<file path="config.mk">
export PLATFORM = sky130hd
export DESIGN_NAME = multiplier_arbiter_flat
export DESIGN_NICKNAME = d
export VERILOG_FILES = /design/src/rtl/multiplier_arbiter_if.sv /design/src/rtl/multiplier_arbiter.sv /design/src/flat_wrapper.sv
export SDC_FILE = /design/constraint.sdc
export NUM_CORES = 1
export LEC_CHECK = 0
export CAP_MARGIN = 20
export CORE_MARGIN = 1.5
export CORE_UTILIZATION = 55
export CTS_BUF_LIST = sky130_fd_sc_hd__clkbuf_8
export DETAILED_ROUTE_END_ITERATION = 8
export DONT_BUFFER_PORTS = 1
export GPL_ROUTABILITY_DRIVEN = 0
export PLACE_DENSITY_LB_ADDON = 0.12
export RECOVER_POWER = 100
export SETUP_SLACK_MARGIN = 0.02
export SYNTH_ARGS = -nofsm -noshare
export SYNTH_HDL_FRONTEND = slang
export SYNTH_SLANG_ARGS = --single-unit
</file>
<file path="constraint.sdc">
create_clock -name i_clk -period 4 [get_ports i_clk]
set_clock_uncertainty 0.05 [all_clocks]
set_input_delay 0.6 -clock i_clk [delete_from_list [all_inputs] [get_ports i_clk]]
set_output_delay 0.6 -clock i_clk [all_outputs]
set_load 0.1 [all_outputs]
</file>
<file path="src/rtl/multiplier_arbiter_if.sv">
`default_nettype none
// ============================================================================
// Module      : multiplier_arbiter_if
// Description : Bundle of requester A/B, response and multiplier handshake
//               signals around the shared-multiplier arbiter.
// Revision    : 1.0 - initial release
// ============================================================================
interface multiplier_arbiter_if #(
   parameter int WIDTH = 4
);
   // Requester side
   logic                 req_a;
   logic                 req_b;
   logic [WIDTH-1:0]     q_a;
   logic [WIDTH-1:0]     r_a;
   logic [WIDTH-1:0]     q_b;
   logic [WIDTH-1:0]     r_b;
   logic                 gnt_a;
   logic                 gnt_b;
   logic                 rsp_valid_a;
   logic                 rsp_valid_b;
   logic [2*WIDTH-1:0]   rsp_p_a;
   logic [2*WIDTH-1:0]   rsp_p_b;
   logic                 rsp_err_a;
   logic                 rsp_err_b;
   logic                 busy;
   // Multiplier side
   logic                 mul_start;
   logic [WIDTH-1:0]     mul_q;
   logic [WIDTH-1:0]     mul_r;
   logic                 mul_done;
   logic [2*WIDTH-1:0]   mul_p;
   logic                 mul_ack;

   // Arbiter view
   modport slave (
      input  req_a, req_b, q_a, r_a, q_b, r_b, mul_done, mul_p,
      output gnt_a, gnt_b, rsp_valid_a, rsp_valid_b, rsp_p_a, rsp_p_b,
             rsp_err_a, rsp_err_b, busy, mul_start, mul_q, mul_r, mul_ack
   );

   // Environment view: requesters plus the multiplier instance
   modport master (
      output req_a, req_b, q_a, r_a, q_b, r_b, mul_done, mul_p,
      input  gnt_a, gnt_b, rsp_valid_a, rsp_valid_b, rsp_p_a, rsp_p_b,
             rsp_err_a, rsp_err_b, busy, mul_start, mul_q, mul_r, mul_ack
   );
endinterface
`default_nettype wire

</file>
<file path="src/rtl/multiplier_arbiter.sv">
`default_nettype none
// ============================================================================
// Module      : multiplier_arbiter
// Description : Round-robin arbiter sharing one sequential multiplier between
//               requesters A and B. Latches the winner's operands, runs the
//               Start/Done/Ack handshake and returns product or timeout error.
// Revision    : 1.0 - initial release
// ============================================================================
module multiplier_arbiter #(
   parameter int WIDTH   = 4,
   parameter int TIMEOUT = 64
) (
   input  logic                 i_clk,
   input  logic                 i_rst_n,
   multiplier_arbiter_if.slave  io_arb
);

   localparam int c_TIMER_W = (TIMEOUT > 2) ? $clog2(TIMEOUT) : 1;
   localparam logic [c_TIMER_W-1:0] c_TIMER_MAX = c_TIMER_W'(TIMEOUT - 1);

   typedef enum logic [2:0] {
      S_IDLE  = 3'd0,
      S_START = 3'd1,
      S_WAIT  = 3'd2,
      S_ACK   = 3'd3,
      S_RESP  = 3'd4,
      S_DRAIN = 3'd5
   } state_t;

   state_t                r_state;
   state_t                w_next;
   logic                  r_owner;   // 0 = A, 1 = B
   logic                  r_last;    // last requester served, 0 = A, 1 = B
   logic [WIDTH-1:0]      r_mul_q;
   logic [WIDTH-1:0]      r_mul_r;
   logic [2*WIDTH-1:0]    r_prod;
   logic [c_TIMER_W-1:0]  r_timer;
   logic [2*WIDTH-1:0]    r_rsp_p_a;
   logic [2*WIDTH-1:0]    r_rsp_p_b;
   logic                  r_rsp_err_a;
   logic                  r_rsp_err_b;

   logic                  w_sel_b;
   logic                  w_timeout;
   logic                  w_gnt_a, w_gnt_b;
   logic                  w_rsp_valid_a, w_rsp_valid_b;
   logic                  w_mul_start, w_mul_ack, w_busy;

   // B wins when it is alone, or when both ask and A was served last
   assign w_sel_b   = io_arb.req_b & (~io_arb.req_a | ~r_last);
   assign w_timeout = (r_timer == c_TIMER_MAX);

   // State register
   always_ff @(posedge i_clk or negedge i_rst_n) begin
      if (!i_rst_n) r_state <= S_IDLE;
      else          r_state <= w_next;
   end

   // Next-state and Moore output decode
   always_comb begin
      w_next        = r_state;
      w_gnt_a       = 1'b0;
      w_gnt_b       = 1'b0;
      w_rsp_valid_a = 1'b0;
      w_rsp_valid_b = 1'b0;
      w_mul_start   = 1'b0;
      w_mul_ack     = 1'b0;
      w_busy        = (r_state != S_IDLE);
      case (r_state)
         S_IDLE: begin
            // A result still pending from an abandoned operation blocks grants
            if (io_arb.mul_done)                    w_next = S_DRAIN;
            else if (io_arb.req_a || io_arb.req_b)  w_next = S_START;
         end
         S_START: begin
            w_mul_start = 1'b1;
            w_gnt_a     = ~r_owner;
            w_gnt_b     = r_owner;
            w_next      = S_WAIT;
         end
         S_WAIT: begin
            if (io_arb.mul_done) w_next = S_ACK;
            else if (w_timeout)  w_next = S_RESP;
         end
         S_ACK: begin
            w_mul_ack = 1'b1;
            if (!io_arb.mul_done) w_next = S_RESP;
         end
         S_RESP: begin
            w_rsp_valid_a = ~r_owner;
            w_rsp_valid_b = r_owner;
            w_next        = S_IDLE;
         end
         S_DRAIN: begin
            w_mul_ack = 1'b1;
            if (!io_arb.mul_done) w_next = S_IDLE;
         end
         default: w_next = S_IDLE;
      endcase
   end

   // Operand capture, timer, product latch and per-requester response registers
   always_ff @(posedge i_clk or negedge i_rst_n) begin
      if (!i_rst_n) begin
         r_owner     <= 1'b0;
         r_last      <= 1'b1;
         r_mul_q     <= '0;
         r_mul_r     <= '0;
         r_prod      <= '0;
         r_timer     <= '0;
         r_rsp_p_a   <= '0;
         r_rsp_p_b   <= '0;
         r_rsp_err_a <= 1'b0;
         r_rsp_err_b <= 1'b0;
      end else begin
         case (r_state)
            S_IDLE: begin
               if (!io_arb.mul_done && (io_arb.req_a || io_arb.req_b)) begin
                  r_owner <= w_sel_b;
                  r_mul_q <= w_sel_b ? io_arb.q_b : io_arb.q_a;
                  r_mul_r <= w_sel_b ? io_arb.r_b : io_arb.r_a;
               end
            end
            S_START: r_timer <= '0;
            S_WAIT: begin
               if (io_arb.mul_done) begin
                  r_prod <= io_arb.mul_p;
               end else if (w_timeout) begin
                  // Response registers load on the edge into RESP so they are
                  // already valid while Rsp_Valid is high
                  if (r_owner) begin
                     r_rsp_p_b   <= '0;
                     r_rsp_err_b <= 1'b1;
                  end else begin
                     r_rsp_p_a   <= '0;
                     r_rsp_err_a <= 1'b1;
                  end
               end else begin
                  r_timer <= r_timer + 1'b1;
               end
            end
            S_ACK: begin
               if (!io_arb.mul_done) begin
                  if (r_owner) begin
                     r_rsp_p_b   <= r_prod;
                     r_rsp_err_b <= 1'b0;
                  end else begin
                     r_rsp_p_a   <= r_prod;
                     r_rsp_err_a <= 1'b0;
                  end
               end
            end
            S_RESP:  r_last <= r_owner;
            default: ;
         endcase
      end
   end

   assign io_arb.gnt_a       = w_gnt_a;
   assign io_arb.gnt_b       = w_gnt_b;
   assign io_arb.rsp_valid_a = w_rsp_valid_a;
   assign io_arb.rsp_valid_b = w_rsp_valid_b;
   assign io_arb.rsp_p_a     = r_rsp_p_a;
   assign io_arb.rsp_p_b     = r_rsp_p_b;
   assign io_arb.rsp_err_a   = r_rsp_err_a;
   assign io_arb.rsp_err_b   = r_rsp_err_b;
   assign io_arb.busy        = w_busy;
   assign io_arb.mul_start   = w_mul_start;
   assign io_arb.mul_q       = r_mul_q;
   assign io_arb.mul_r       = r_mul_r;
   assign io_arb.mul_ack     = w_mul_ack;

endmodule
`default_nettype wire

</file>
<file path="src/flat_wrapper.sv">
// flat-port wrapper written by rule: the top's interface ports become plain ports
module multiplier_arbiter_flat 
#(
   parameter int WIDTH   = 4,
   parameter int TIMEOUT = 64
)
  (i_clk, i_rst_n, io_arb_req_a, io_arb_req_b, io_arb_q_a, io_arb_r_a, io_arb_q_b, io_arb_r_b, io_arb_mul_done, io_arb_mul_p, io_arb_gnt_a, io_arb_gnt_b, io_arb_rsp_valid_a, io_arb_rsp_valid_b, io_arb_rsp_p_a, io_arb_rsp_p_b, io_arb_rsp_err_a, io_arb_rsp_err_b, io_arb_busy, io_arb_mul_start, io_arb_mul_q, io_arb_mul_r, io_arb_mul_ack);
  multiplier_arbiter_if #(.WIDTH(WIDTH)) io_arb_i ();
  input  logic i_clk;
  input  logic i_rst_n;
  input wire logic [$bits(io_arb_i.req_a)-1:0] io_arb_req_a;
  input wire logic [$bits(io_arb_i.req_b)-1:0] io_arb_req_b;
  input wire logic [$bits(io_arb_i.q_a)-1:0] io_arb_q_a;
  input wire logic [$bits(io_arb_i.r_a)-1:0] io_arb_r_a;
  input wire logic [$bits(io_arb_i.q_b)-1:0] io_arb_q_b;
  input wire logic [$bits(io_arb_i.r_b)-1:0] io_arb_r_b;
  input wire logic [$bits(io_arb_i.mul_done)-1:0] io_arb_mul_done;
  input wire logic [$bits(io_arb_i.mul_p)-1:0] io_arb_mul_p;
  output wire logic [$bits(io_arb_i.gnt_a)-1:0] io_arb_gnt_a;
  output wire logic [$bits(io_arb_i.gnt_b)-1:0] io_arb_gnt_b;
  output wire logic [$bits(io_arb_i.rsp_valid_a)-1:0] io_arb_rsp_valid_a;
  output wire logic [$bits(io_arb_i.rsp_valid_b)-1:0] io_arb_rsp_valid_b;
  output wire logic [$bits(io_arb_i.rsp_p_a)-1:0] io_arb_rsp_p_a;
  output wire logic [$bits(io_arb_i.rsp_p_b)-1:0] io_arb_rsp_p_b;
  output wire logic [$bits(io_arb_i.rsp_err_a)-1:0] io_arb_rsp_err_a;
  output wire logic [$bits(io_arb_i.rsp_err_b)-1:0] io_arb_rsp_err_b;
  output wire logic [$bits(io_arb_i.busy)-1:0] io_arb_busy;
  output wire logic [$bits(io_arb_i.mul_start)-1:0] io_arb_mul_start;
  output wire logic [$bits(io_arb_i.mul_q)-1:0] io_arb_mul_q;
  output wire logic [$bits(io_arb_i.mul_r)-1:0] io_arb_mul_r;
  output wire logic [$bits(io_arb_i.mul_ack)-1:0] io_arb_mul_ack;
  assign io_arb_i.req_a = io_arb_req_a;
  assign io_arb_i.req_b = io_arb_req_b;
  assign io_arb_i.q_a = io_arb_q_a;
  assign io_arb_i.r_a = io_arb_r_a;
  assign io_arb_i.q_b = io_arb_q_b;
  assign io_arb_i.r_b = io_arb_r_b;
  assign io_arb_i.mul_done = io_arb_mul_done;
  assign io_arb_i.mul_p = io_arb_mul_p;
  assign io_arb_gnt_a = io_arb_i.gnt_a;
  assign io_arb_gnt_b = io_arb_i.gnt_b;
  assign io_arb_rsp_valid_a = io_arb_i.rsp_valid_a;
  assign io_arb_rsp_valid_b = io_arb_i.rsp_valid_b;
  assign io_arb_rsp_p_a = io_arb_i.rsp_p_a;
  assign io_arb_rsp_p_b = io_arb_i.rsp_p_b;
  assign io_arb_rsp_err_a = io_arb_i.rsp_err_a;
  assign io_arb_rsp_err_b = io_arb_i.rsp_err_b;
  assign io_arb_busy = io_arb_i.busy;
  assign io_arb_mul_start = io_arb_i.mul_start;
  assign io_arb_mul_q = io_arb_i.mul_q;
  assign io_arb_mul_r = io_arb_i.mul_r;
  assign io_arb_mul_ack = io_arb_i.mul_ack;
  multiplier_arbiter #(.WIDTH(WIDTH), .TIMEOUT(TIMEOUT)) u_core (.i_clk(i_clk), .i_rst_n(i_rst_n), .io_arb(io_arb_i));
endmodule
</file>
==> impl_metrics.yaml <==
layout:
  final_nets: 208
  drive_gt1_share_pct: 21.3
  final_cell_mix: "dfrtp_1, mux2_2, nand2_1, o21ai_0, mux2i_1"
  syn2layout_area_growth_pct: 7.34
  antenna_cells: 0
  multi_input_area_sq_um: 856
  regArea_sq_um: 1130
  finalInstanceArea_sq_um: 2200
  final_common_cell: "dfrtp_1"
  fillCellCount: 265
critical_path:
  criticalPathCategory: "flop to output port"
  arrival_ns: 2.69
  cp.required_ns: 3.35
  path_cells: "nand2b_1 -> nor2_2 -> buf_4 -> and2_0"
  cp-startpoint: "u_core.r_state[0]"
  crit_slowest_cell: "and2_0"
  r2r_slack_ns: 1.32
  r2r-start: "u_core.r_state[2]"
  crit_path_start_kind: "flop"
  max_stage_delay_ns: 1.10
  end_kind: "output port"
  cp_max_fo: 18
detailed_routing:
  vias: 1354
  drc: 0
  wl_um: 4070
  avgRoutedWirePerCell_um: 18.2
  drtIter0Drc: 83
  drtAntennaViolNets: 0
  routed_via_density: 6.04
  firstDrtPassIters: 4
cts:
  cts_resized: 0
  postCtsHoldBufs: 1
  clk_pin_slew_worst_paths_ns: 0.08
  htree_levels: 2
  clock_sinks: 45
  root_buffer: "clkbuf_8"
  clockBufferDepth: 2
  cts_setup_buffers: 0
  insertion_delay_ns: 0.29
  cts_buffers: 5
  cts_tree: "yes"
grt:
  grt_max_degree: 45
  grt_pass1_vias: 1405
  grt_usage_pct: 21.7
  grt_pass1_wl_um: 6830
  gr-total-overflow: 0
  antenna_found_initial: 0
run_status:
  status: "finished, violations left"
  violations: "capacitance limit, slew limit"
sta:
  finalCriticalPeriod_ns: 3.34
  hold_violations: 0
  period_share_pct: 83.5
  finalSetupTns_ns: 0
  slew_violations: 46
  worstMarginPinSlew_ns: 2.31
  fmax_mhz: 299
  setup_viol_count_final: 0
  grt_setup_unrepaired: "no"
  slew_headroom_pct: -53.9
die:
  initial_utilization_pct: 59.5
  core_area_sq_um: 3440
  die_w_um: 64.0
  pin_count: 62
  die_y_um: 64.0
  num_rows: 21
  die-area_sq_um: 4100
min_path:
  hp-class: "input port to asynchronous set/reset pin"
synthesis:
  syn_nets: 204
  synthesis.area_per_instance_sq_um: 11.8
  ys_seq_area_share_pct: 55.1
  postSynthRegisterBits: 45
  syn-instance-count: 174
  yosysWarningCount: 0
  syn_area_sq_um: 2050
  synth_cell_types: 38
placement:
  place_area_sq_um: 2130
  hpwl_um: 2910
  io_buffers: 0
run:
  max_cap_violations: 2
## through the flow
stage	setup WS, ns	cells	hold slack, ns	utilization [%]
floorplan	0.508	174	0.254	-
global placement	1.33	216	0.255	61.8
detailed placement	1.26	216	0.255	61.8
CTS	0.943	224	0.0931	65.0
global route	0.560	224	0.0814	63.8
finish	0.659	224	0.100	63.8
## cells in the mapped netlist
| cell | number | area, sq um |
|---|---|---|
| a311oi_1 | 1 | 8.76 |
| nand2b_1 | 1 | 6.26 |
| nor2b_1 | 4 | 25.0 |
| o22ai_1 | 1 | 6.26 |
| mux2_2 | 26 | 293 |
| a221o_1 | 1 | 10.0 |
| a21o_1 | 1 | 7.51 |
| o211ai_1 | 1 | 7.51 |
| and2_1 | 2 | 12.5 |
| o221ai_1 | 1 | 8.76 |
| or4b_4 | 1 | 13.8 |
| ha_1 | 1 | 12.5 |
| inv_1 | 6 | 22.5 |
| o21bai_4 | 1 | 18.8 |
| o311ai_0 | 1 | 8.76 |
| buf_1 | 2 | 7.51 |
| nand3_1 | 3 | 15.0 |
| o21a_1 | 1 | 7.51 |
| a21oi_1 | 1 | 5.00 |
| clkbuf_1 | 3 | 11.3 |
| nor2_1 | 6 | 22.5 |
| o21bai_1 | 1 | 7.51 |
| a31oi_1 | 2 | 12.5 |
| nand4_1 | 1 | 6.26 |
| buf_2 | 2 | 10.0 |
| dfrtp_1 | 44 | 1100 |
| nand2_1 | 14 | 52.6 |
| o21ai_0 | 13 | 65.1 |
| or2b_1 | 1 | 7.51 |
| nor3_1 | 5 | 25.0 |
| mux2i_1 | 11 | 110 |
| dfstp_2 | 1 | 26.3 |
| nor3b_1 | 1 | 7.51 |
| or3_1 | 1 | 6.26 |
| a21boi_0 | 1 | 7.51 |
| and3_1 | 9 | 56.3 |
| and2b_1 | 1 | 7.51 |
| nand3b_1 | 1 | 7.51 |
## area by class of cell
type / count / share of cell area (%)
Clock buffer: 6 / 3.76
Clock inverter: 1 / 0.342
Inverter: 6 / 1.03
Multi-Input combinational cell: 116 / 39.0
Sequential cell: 45 / 51.3
Tap cell: 46 / 2.62
Timing Repair Buffer: 4 / 1.99
## logic make-up (layout without fill, tap and decap cells)
group,count (synthesis),in the layout,synth area share (%)
muxes,37,37,19.7
AOI/OAI and AO/OA,27,27,8.86
adders and majority gates,1,1,0.611
and+or+nand+nor,51,51,13.3
DFF,45,45,55.1
buffers and inverters,13,17,2.51
## worst max-delay path: cells and delay by family (launching register included)
kind / cells / cell delay [ns]
DFF: 1 / 0.63
and+or+nand+nor: 3 / 1.46
buffers and inverters: 1 / 0.31
## sequential cells by signal (all words and copies together) (netlist names), 3 cells and up
signal                 cells
u_core.r_timer             6
u_core.io_arb.rsp_p_b      8
u_core.io_arb.rsp_p_a      8
u_core.r_prod              8
u_core.r_state             3
u_core.io_arb.mul_q        4
u_core.io_arb.mul_r        4
## path summary, 6_finish.rpt
kind,end,cells after the start
max,io_arb_gnt_b,4
min,u_core.r_last,0
max reg2reg,u_core.r_prod[6],4
min reg2reg,u_core.r_prod[7],1
max in group asynchronous,u_core.r_timer[4],1
min in group i_clk,u_core.r_prod[7],1
## layer usage
layer / global-route usage, % / wire length [um] / vias to the layer above
met2: 36.5 / 2080 / 56
li1: - / - / 624
met4: 5.43 / 26 / 0
met3: 6.16 / 261 / 4
met1: 27.6 / 1700 / 670
met5: 0 / 0 / -
Power is left out: the tool's default activity adds up to more than one toggle a clock period on the data nets, which glitch-free logic cannot reach.
==> variant (same flow settings) <==
`WIDTH` is set to 4 in 3 places; all go to 5.
--- a/src/rtl/multiplier_arbiter_if.sv
+++ b/src/rtl/multiplier_arbiter_if.sv
@@ -6,7 +6,7 @@
 // Revision    : 1.0 - initial release
 // ============================================================================
 interface multiplier_arbiter_if #(
-   parameter int WIDTH = 4
+   parameter int WIDTH = 5
 );
    // Requester side
    logic                 req_a;
--- a/src/rtl/multiplier_arbiter.sv
+++ b/src/rtl/multiplier_arbiter.sv
@@ -7,7 +7,7 @@
 // Revision    : 1.0 - initial release
 // ============================================================================
 module multiplier_arbiter #(
-   parameter int WIDTH   = 4,
+   parameter int WIDTH   = 5,
    parameter int TIMEOUT = 64
 ) (
    input  logic                 i_clk,
--- a/src/flat_wrapper.sv
+++ b/src/flat_wrapper.sv
@@ -1,7 +1,7 @@
 // flat-port wrapper written by rule: the top's interface ports become plain ports
 module multiplier_arbiter_flat 
 #(
-   parameter int WIDTH   = 4,
+   parameter int WIDTH   = 5,
    parameter int TIMEOUT = 64
 )
   (i_clk, i_rst_n, io_arb_req_a, io_arb_req_b, io_arb_q_a, io_arb_r_a, io_arb_q_b, io_arb_r_b, io_arb_mul_done, io_arb_mul_p, io_arb_gnt_a, io_arb_gnt_b, io_arb_rsp_valid_a, io_arb_rsp_valid_b, io_arb_rsp_p_a, io_arb_rsp_p_b, io_arb_rsp_err_a, io_arb_rsp_err_b, io_arb_busy, io_arb_mul_start, io_arb_mul_q, io_arb_mul_r, io_arb_mul_ack);
Interface: changed (9 resized); port bits go from 62 to 74. The function was not compared with the original's and may differ.
==> variant against the original RTL <==
The flow still finishes with violations (capacitance limit, slew limit). Cell area is 11% higher. Fmax rose by 1.0%. Worst setup slack gained 0.034 ns. Routed wire length increased by 18%. Worst hold slack got worse by 0.021 ns. Sequential cell count is 8 higher. Final cell count up 11%. Critical path type unchanged. Area after synthesis up 17%.
Power is not shown: default switching activity piles up to over one toggle a cycle in this logic, so the estimate is an artifact.
==> variant: results (changes against the original RTL) <==
| Metric | Value |
|---|---|
| Routing usage on met2 | `34.25% (was 36.46%)` |
| Worst skew pair latency | `0.31 ns (was 0.29 ns)` |
| Synth unique cells | `43 (was 38)` |
| Die width | `68.92 um (was 64.01 um)` |
| Dpl ws | `1.451 ns (was 1.259 ns)` |
| Detailed Route Iter0 Violations | `121 (was 83)` |
| Placed cell area | `2396 um2 (was 2126 um2)` |
| First-pass GRT wire length | `7.369 mm (was 6.831 mm)` |
| Fin. max-slew vios | `58 (was 46)` |
| CLK BUF | `5 (was 6)` |
| Top cells by count, synth | `dfrtp_1 (52), nor2_1 (23), a22o_1 (20) (was dfrtp_1 (44), mux2_2 (26), nand2_1 (14))` |
| GRT Total Usage | `21.82% (was 21.69%)` |
| Fraction of layout cells with a size suffix above 1 | `16.16% (was 21.35%)` |
| ClkCell Share | `3.535% (was 4.100%)` |
| Outcome | `finished, violations left (unchanged)` |
| GR Layer Usage met1 | `27.93% (was 27.63%)` |
| DRT met1 WL | `1.952 mm (was 1.701 mm)` |
| Signal buffers | `3 (was 4)` |
| Seq area share | `54.35% (was 51.31%)` |
| Final-stage net count | `233 (was 208)` |
| Violated checks | `capacitance limit, slew limit (unchanged)` |
| Multi-input gate area | `932.1 um2 (was 855.8 um2)` |
| Routed Wire Length | `4.781 mm (was 4.067 mm)` |
| Metal3 WL | `353 um (was 261 um)` |
| MaxCap Viol Count | `6 (was 2)` |
| Multi-input gate count | `129 (was 116)` |
| CP Data Arrival Time | `2.66 ns (was 2.69 ns)` |
| Post-DP HPWL | `3.287 mm (was 2.908 mm)` |
| Crit path max fanout | `16 (was 18)` |
| Seq cells post-synth | `53 (was 45)` |
==> variant: kinds of logic (layout without fill, tap and decap cells) <==
kind of cell	Yosys count	count (layout)	synth area share [%]
adders and majority gates	1	1	0.5235
DFF	53	53	55.55
xor gates and xnor gates	3	3	1.100
AOI/OAI and AO/OA	57	57	18.53
and+or+nand+nor	48	48	11.36
muxes	20	20	8.901
buffers and inverters	15	16	4.031
==> variant: worst paths after layout <==
path,from,endpoint,slack [ns]
min in group i_clk,io_arb_mul_p[2],u_core.r_prod[2],0.39
worst max register to register,u_core.r_state[0],u_core.io_arb.mul_q[1],0.97
max in group asynchronous,i_rst_n,u_core.r_state[0],1.33
worst min register to register,u_core.r_prod[3],u_core.io_arb.rsp_p_b[3],0.48
worst max-delay path,u_core.r_state[0],io_arb_gnt_a,0.69
worst min-delay path,i_rst_n,u_core.r_last,0.08
==> variant: worst max-delay path, cell delays in order, from the launching register on <==
cell	delay, ns
dfrtp_1	0.60
nor2b_1	0.23
nand2b_1	0.19
nor2_1	1.33
